$ cat src/rtl/sc_regbus_pkg.sv
// Shared definitions for the register-file write-bus arbiter.
//   state_t   : arbiter FSM state encoding (IDLE / WRITE / ACK)
//   NUM_REQ   : number of requesters (power of two)
//   MAX_BURST : writes one owner may issue back-to-back before forced release
package sc_regbus_pkg;

  localparam int unsigned NUM_REQ   = 4;
  localparam int unsigned MAX_BURST = 8;
  localparam int unsigned IDX_W     = $clog2(NUM_REQ);
  localparam int unsigned BURST_W   = $clog2(MAX_BURST + 1);

  typedef enum logic [1:0] {
    ST_IDLE  = 2'd0,
    ST_WRITE = 2'd1,
    ST_ACK   = 2'd2
  } state_t;

endpackage

$ cat src/rtl/sc_rr_picker.sv
// Combinational round-robin picker.
//   req   in  : request vector, bit i = requester i
//   ptr   in  : index searched first; search continues ptr+1, ... modulo NUM_REQ
//   grant out : one-hot winner (all-zero when no request)
//   idx   out : binary index of the winner
//   valid out : at least one request present
module sc_rr_picker
  import sc_regbus_pkg::*;
(
  input  logic [NUM_REQ-1:0] req,
  input  logic [IDX_W-1:0]   ptr,
  output logic [NUM_REQ-1:0] grant,
  output logic [IDX_W-1:0]   idx,
  output logic               valid
);

  always_comb begin
    logic [IDX_W-1:0] cand;
    grant = '0;
    idx   = '0;
    valid = 1'b0;
    cand  = '0;
    for (int unsigned k = 0; k < NUM_REQ; k++) begin
      // IDX_W-bit addition wraps naturally modulo NUM_REQ.
      cand = ptr + IDX_W'(k);
      if (!valid && req[cand]) begin
        valid       = 1'b1;
        idx         = cand;
        grant[cand] = 1'b1;
      end
    end
  end

endmodule

$ cat src/rtl/sc_regbus_arbiter.sv
// Four-requester round-robin arbiter in front of a register-file write port.
// All state changes on the falling edge of SC_RegBUSARB_CLOCK_50.
//   SC_RegBUSARB_RESET_InHigh : asynchronous active-high reset
//   SC_RegBUSARB_Req_In       : per-requester write request
//   SC_RegBUSARB_Lock_In      : per-requester burst-lock hint
//   SC_RegBUSARB_Addr_In/Data_In : packed per-requester address / data
//   SC_RegBUSARB_Grant_Out    : one-hot current owner
//   SC_RegBUSARB_Ack_Out      : one-cycle completion pulse to owner
//   SC_RegBUSARB_WrEn_Out/WrAddr_Out/WrData_Out : register-file write port
// Build option: define SC_REGBUSARB_LOCK_EN to let a locked owner chain up to
// MAX_BURST writes; without it Lock_In is ignored and every write releases.
module sc_regbus_arbiter
  import sc_regbus_pkg::*;
#(
  parameter int unsigned DATAWIDTH_BUS  = 32,
  parameter int unsigned DATAWIDTH_ADDR = 5
) (
  input  logic                          SC_RegBUSARB_CLOCK_50,
  input  logic                          SC_RegBUSARB_RESET_InHigh,
  input  logic [NUM_REQ-1:0]            SC_RegBUSARB_Req_In,
  input  logic [NUM_REQ-1:0]            SC_RegBUSARB_Lock_In,
  input  logic [NUM_REQ*DATAWIDTH_ADDR-1:0] SC_RegBUSARB_Addr_In,
  input  logic [NUM_REQ*DATAWIDTH_BUS-1:0]  SC_RegBUSARB_Data_In,
  output logic [NUM_REQ-1:0]            SC_RegBUSARB_Grant_Out,
  output logic [NUM_REQ-1:0]            SC_RegBUSARB_Ack_Out,
  output logic                          SC_RegBUSARB_WrEn_Out,
  output logic [DATAWIDTH_ADDR-1:0]     SC_RegBUSARB_WrAddr_Out,
  output logic [DATAWIDTH_BUS-1:0]      SC_RegBUSARB_WrData_Out
);

  state_t                    state_q, state_d;
  logic [NUM_REQ-1:0]        grant_q, grant_d;
  logic [IDX_W-1:0]          owner_q, owner_d;
  logic [IDX_W-1:0]          ptr_q, ptr_d;
  logic [DATAWIDTH_ADDR-1:0] addr_q, addr_d;
  logic [DATAWIDTH_BUS-1:0]  data_q, data_d;

  logic [DATAWIDTH_ADDR-1:0] addr_arr [NUM_REQ];
  logic [DATAWIDTH_BUS-1:0]  data_arr [NUM_REQ];
  logic [NUM_REQ-1:0]        pick_grant;
  logic [IDX_W-1:0]          pick_idx;
  logic                      pick_valid;
  logic                      cont;

`ifdef SC_REGBUSARB_LOCK_EN
  logic [BURST_W-1:0]        burst_q, burst_d;
`else
  logic                      unused_lock;
  assign unused_lock = ^SC_RegBUSARB_Lock_In;
`endif

  always_comb begin
    for (int unsigned i = 0; i < NUM_REQ; i++) begin
      addr_arr[i] = SC_RegBUSARB_Addr_In[i*DATAWIDTH_ADDR +: DATAWIDTH_ADDR];
      data_arr[i] = SC_RegBUSARB_Data_In[i*DATAWIDTH_BUS +: DATAWIDTH_BUS];
    end
  end

  sc_rr_picker u_picker (
    .req   (SC_RegBUSARB_Req_In),
    .ptr   (ptr_q),
    .grant (pick_grant),
    .idx   (pick_idx),
    .valid (pick_valid)
  );

  always_comb begin
`ifdef SC_REGBUSARB_LOCK_EN
    cont = SC_RegBUSARB_Req_In[owner_q] & SC_RegBUSARB_Lock_In[owner_q]
         & (burst_q < BURST_W'(MAX_BURST));
`else
    cont = 1'b0;
`endif
  end

  always_comb begin
    state_d = state_q;
    grant_d = grant_q;
    owner_d = owner_q;
    ptr_d   = ptr_q;
    addr_d  = addr_q;
    data_d  = data_q;
`ifdef SC_REGBUSARB_LOCK_EN
    burst_d = burst_q;
`endif
    unique case (state_q)
      ST_IDLE: begin
        if (pick_valid) begin
          grant_d = pick_grant;
          owner_d = pick_idx;
          addr_d  = addr_arr[pick_idx];
          data_d  = data_arr[pick_idx];
          state_d = ST_WRITE;
`ifdef SC_REGBUSARB_LOCK_EN
          burst_d = BURST_W'(1);
`endif
        end
      end
      ST_WRITE: state_d = ST_ACK;
      ST_ACK: begin
        if (cont) begin
          addr_d  = addr_arr[owner_q];
          data_d  = data_arr[owner_q];
          state_d = ST_WRITE;
`ifdef SC_REGBUSARB_LOCK_EN
          burst_d = burst_q + BURST_W'(1);
`endif
        end else begin
          // Release clears the write-port registers so IDLE drives all zero.
          grant_d = '0;
          addr_d  = '0;
          data_d  = '0;
          ptr_d   = owner_q + IDX_W'(1);
          state_d = ST_IDLE;
`ifdef SC_REGBUSARB_LOCK_EN
          burst_d = '0;
`endif
        end
      end
      default: state_d = ST_IDLE;
    endcase
  end

  always_ff @(negedge SC_RegBUSARB_CLOCK_50 or posedge SC_RegBUSARB_RESET_InHigh) begin
    if (SC_RegBUSARB_RESET_InHigh) begin
      state_q <= ST_IDLE;
      grant_q <= '0;
      owner_q <= '0;
      ptr_q   <= '0;
      addr_q  <= '0;
      data_q  <= '0;
`ifdef SC_REGBUSARB_LOCK_EN
      burst_q <= '0;
`endif
    end else begin
      state_q <= state_d;
      grant_q <= grant_d;
      owner_q <= owner_d;
      ptr_q   <= ptr_d;
      addr_q  <= addr_d;
      data_q  <= data_d;
`ifdef SC_REGBUSARB_LOCK_EN
      burst_q <= burst_d;
`endif
    end
  end

  // Address 0 is the hardwired-zero register: suppress the load strobe only.
  assign SC_RegBUSARB_WrEn_Out   = (state_q == ST_WRITE) && (addr_q != '0);
  assign SC_RegBUSARB_Ack_Out    = (state_q == ST_ACK) ? grant_q : '0;
  assign SC_RegBUSARB_Grant_Out  = grant_q;
  assign SC_RegBUSARB_WrAddr_Out = addr_q;
  assign SC_RegBUSARB_WrData_Out = data_q;

endmodule
$ cat config.mk
export PLATFORM = sky130hd
export DESIGN_NAME = sc_regbus_arbiter
export DESIGN_NICKNAME = d
export VERILOG_FILES = /design/src/rtl/sc_regbus_pkg.sv /design/src/rtl/sc_rr_picker.sv /design/src/rtl/sc_regbus_arbiter.sv
export SDC_FILE = /design/constraint.sdc
export NUM_CORES = 1
export LEC_CHECK = 0
export ABC_AREA = 1
export ABC_CLOCK_PERIOD_IN_PS = 2400
export CAP_MARGIN = 0
export CORE_MARGIN = 2
export CORE_UTILIZATION = 36
export CTS_CLUSTER_DIAMETER = 150
export CTS_CLUSTER_SIZE = 20
export DETAILED_ROUTE_END_ITERATION = 10
export PLACE_DENSITY = 0.78
export SLEW_MARGIN = 5
export SYNTH_ARGS = -nofsm -noshare
export SYNTH_HDL_FRONTEND = slang
export SYNTH_SLANG_ARGS = --single-unit
$ cat constraint.sdc
create_clock -name SC_RegBUSARB_CLOCK_50 -period 2.4 [get_ports SC_RegBUSARB_CLOCK_50]
set_clock_uncertainty 0.1 [all_clocks]
set_input_delay 0.24 -clock SC_RegBUSARB_CLOCK_50 [delete_from_list [all_inputs] [get_ports SC_RegBUSARB_CLOCK_50]]
set_output_delay 0.24 -clock SC_RegBUSARB_CLOCK_50 [all_outputs]
set_load 0.02 [all_outputs]
# After elaboration in Yosys (flattened, before gate mapping)
# Index checks and enable logic that the tools add are counted.
totals:
  ff_bits: 47
  inputBits: 158
  out_inout_bits: 46
  word_cells: 85
classes:
  add_sub_neg: 4
  order_cmp: 9
  eq_ne: 3
  muxes: 43
  n_bitwise: 4
  reduce_logical: 16
op_table:
  columns: ["op", "count"]
  rows:
  - ["two-way mux 32 bit", 3]
  - ["binary-select mux 32 bit (select 2 bit)", 1]
  - ["one-hot mux 32 bit (2 select lines)", 1]
  - ["two-way mux 4 bit", 6]
  - ["two-way mux 5 bit", 3]
  - ["less-than comparator 2 x 3 -> 1 bit, second input constant", 4]
  - ["two-way mux 1 bit", 12]
  - ["bitwise OR 4 bit", 3]
  - ["binary-select mux 5 bit (select 2 bit)", 1]
  - ["two-way mux 2 bit", 5]
  - ["one-hot mux 5 bit (2 select lines)", 1]
  - ["binary-select mux 1 bit (select 2 bit)", 4]
  - ["demux 1 bit (select 2 bit)", 4]
  - ["greater-or-equal comparator 2 x 1 -> 1 bit, second input constant", 4]
  - ["logical AND 1 bit", 8]
  - ["one-hot mux 4 bit (2 select lines)", 1]
  - ["nonzero test 5 bit", 1]
  - ["adder 2 x 1 -> 2 bit, second input constant", 2]
  - ["adder 2 bit, second input constant", 2]
  - ["one-hot mux 2 bit (2 select lines)", 1]
  - ["AND reduction 2 bit", 2]
  - ["greater-or-equal comparator 3 bit, second input constant", 1]
  - ["zero test 1 bit", 3]
  - ["NOT 2 -> 3 bit", 1]
  - ["5 further kinds", 5]

# Longest topological paths before layout
depth:
  ltp_word: 18
  ltp_mapped: 16
  mapped_depth_nobuf: 13

# Cells and area by module
# A second synthesis with hierarchy kept.
hier_totals:
  cells_unflattened: 527
  hier_area_um2: 3379.5
by_module_without_submodules:
  columns: ["module", "n_inst", "cells_per_inst", "area_each_um2", "seq_area_each_um2"]
  rows:
  - ["sc_regbus_arbiter", 1, 453, 2939.1, 1176.1]
  - ["sc_rr_picker", 1, 74, 440.4, 0.0]

==> flow_metrics.tcl <==
set metrics [dict create \
    num_rows 37 \
    setup_violations 89 \
    status "complete, but fails checks" \
    yosysTopAreaCellShare_pct 31.14 \
    synth-async-reset-ratio_pct 100.0 \
    hold_violations 0 \
    synth_top_family_by_area "simple AND/OR/NAND/NOR gates" \
    wl_met3_mm 1.644 \
    drive_gt1_share_pct 42.49 \
    synthAdderAreaFrac_pct 2.319 \
    slowest_delay_ps 370 \
    nNetsFinal 1063 \
    grt_pass1_wl_mm 27.45 \
    synth_top_flop_cell "dfrtn_1" \
    setup_tns_ps -27650 \
    avgSynthCellArea_um2 6.338 \
    grt_pass1_vias 5441 \
    synth_area_leaders "dfrtn_1 31%, nand3_1 19%, nand2_1 19%, inv_1 8.5%, ha_1 2.3%" \
    wl_met2_mm 10.76 \
    relSlewSlack_pct 75.19 \
    yosysMostFrequentCell "nand2_1" \
    die_w_um 106.4 \
    grt_max_degree 35 \
    crit_path_top_delay_cell "dfrtn_1" \
    area_growth_pct 124.6 \
    yosys.area_share.simple_pct 47.70 \
    io_pins 204 \
    final_antenna_net_count 0 \
    viasPerCell 5.479 \
    start_util_pct 36.75 \
    grt_antenna_before_repair 0 \
    rsz0062_at_grt "true" \
    detail_route.wl_per_cell_um 20.10 \
    arrival_ps 2660 \
    met1_length_mm 7.490 \
    cts-root-buf "clkbuf_8" \
    synth-compound-area-share_pct 3.478 \
    via_count 5671 \
    worst_pin_slew_ps 371.2 \
    clock_latency_ps 310 \
    ys_ff_latch 47 \
    yosysTopAreaCell "dfrtn_1" \
    crit_type "flip-flop to output pin" \
    yosysSeqAreaShare_pct 31.14 \
    synth_warnings 0 \
    htreeDepth 2 \
    fin_ws_ps -601.0 \
    wl_mm 20.80 \
    min_path_type "flip-flop to flip-flop" \
    grt_overflow 0 \
    synthCells 596 \
    syn_nets 761 \
    path_clk_slew_ps 70 \
    yosys-top-cells-count "191 x nand2_1, 147 x nand3_1, 86 x inv_1" \
    synth_edf_count 0 \
    place.gp.congestion 0.8546 \
    violations "negative setup slack" \
    coreArea_um2 10280 \
    antenna_cells 0 \
    hold_slack_ps 372.1 \
    cts_tree "yes" \
    hold_buffers 0 \
    synthMuxAreaShare_pct 0 \
    cap_violations 0 \
    grtUsageTotal_pct 30.61 \
    syn_area_um2 3777 \
    first_iter_violations 438 \
    crit_required_ps 2060 \
    cts_sinks 47 \
    cts.path.max_buffers 2 \
    fp.dieArea_um2 11330 \
    dr.pass1.iters 7 \
    slew_violations 0 \
    die_h_um 106.4 \
    highest_layer "met4" \
    path_cells "or2_4, o41ai_4, inv_1, buf_6" \
    dpl.hpwl_mm 10.74 \
    cts_buffers 5 \
    drc_errors 0 \
    worstSetupEndpointType "output pin" \
    ys_types 30 \
    synth_xor_area_share_pct 0.2319 \
    start_kind "flip-flop" \
    worstPathMaxFanout 2 \
    io_buffers 199 \
]
-- flip-flops by register name, indices dropped and copies added, names as in the netlist --
name                     cells
state_q                      2
SC_RegBUSARB_WrAddr_Out      5
SC_RegBUSARB_Grant_Out       4
SC_RegBUSARB_WrData_Out     32
ptr_q                        2
owner_q                      2
-- worst max-delay path: cells and delay by family, from the launching register on --
family	cells	cell delay, ps
DFF	1	370
and+or+nand+nor	1	270
AOI/OAI and AO/OA	1	250
buffers and inverters	2	250
-- cells by family (layout without fill, tap and decap cells) --
kind of cell             Yosys count  after routing
adder cells (fa/ha/maj)            7              7
flip-flops                        47             47
AO/OA/AOI/OAI                     24             24
XOR/XNOR                           1              1
AND/OR/NAND/NOR                  388            389
buffers and inverters            129            431
-- placed cells by master (no fill, tap or decap), types with 2 or more instances in the layout --
master,instances
buf_12,20
nand3_1,89
nand2_2,57
nor2_1,6
nand2_4,26
nand3_2,53
nor2_4,14
nand2_1,112
nand3_4,9
a21oi_2,3
dfrtn_1,47
buf_16,13
clkbuf_8,7
ha_1,7
a21oi_4,2
inv_8,2
clkinvlp_4,2
clkbuf_16,2
inv_4,4
o21ai_2,3
inv_1,81
a21oi_1,6
buf_4,65
clkdlybuf4s50_1,149
nand4_1,14
nor2_2,2
nand2_8,5
o21ai_0,3
inv_2,6
buf_8,4
o22ai_2,3
buf_6,74
-- layout make-up --
cell class,instances,area (um^2)
repair buffers,327,3681
multi-input cells,421,2938
fillers,586,1794
flip-flops and latches,47,1176
inverters,96,414.1
well taps,136,170.2
clock buffers,7,96.34
clock inverters,1,7.507
-- layer usage --
layer,vias up,track usage [%]
li1,2500,-
met1,2725,35.44
met2,361,55.22
met3,85,6.131
met4,0,11.97
met5,-,0
-- final timing paths --
| check | from | endpoint | slack (ps) | cells past startpoint |
|---|---|---|---|---|
| min reg2reg | SC_RegBUSARB_WrData_Out[27]$_DFFE_NP0P_ | SC_RegBUSARB_WrData_Out[27]$_DFFE_NP0P_ | 370 | 2 |
| max in group asynchronous | SC_RegBUSARB_RESET_InHigh | SC_RegBUSARB_WrData_Out[9]$_DFFE_NP0P_ | 560 | 3 |
| min | SC_RegBUSARB_WrData_Out[27]$_DFFE_NP0P_ | SC_RegBUSARB_WrData_Out[27]$_DFFE_NP0P_ | 370 | 2 |
| max reg2reg | ptr_q[0]$_DFFE_NP0P_ | SC_RegBUSARB_WrAddr_Out[1]$_DFFE_NP0P_ | -250 | 15 |
| min in group asynchronous | SC_RegBUSARB_RESET_InHigh | SC_RegBUSARB_Grant_Out[1]$_DFFE_NP0P_ | 1210 | 2 |
| max | SC_RegBUSARB_WrAddr_Out[1]$_DFFE_NP0P_ | SC_RegBUSARB_WrEn_Out | -600 | 4 |
-- repair_timing --
item,4_1_cts,5_1_grt
resized for setup,413,136
setup endpoints to repair,90,90
hold endpoints to repair,0,0
buffers inserted,31,28
pin swaps,45,47
cloned,13,3
-- metrics by stage --
step / cells / util, % / instance area (um^2) / setup WS [ps]
detailed placement: 959 / 63.17 / 6492 / -1368
global route: 1035 / 82.54 / 8483 / -663.4
global placement: 959 / 63.17 / 6492 / -1280
finish: 1035 / 82.54 / 8483 / -601.0
floorplan: 596 / - / 3953 / -392.5
CTS: 1011 / 75.37 / 7746 / -571.2
Power is left out: the tool's default activity adds up to more than one toggle a clock period on the data nets, which glitch-free logic cannot reach.
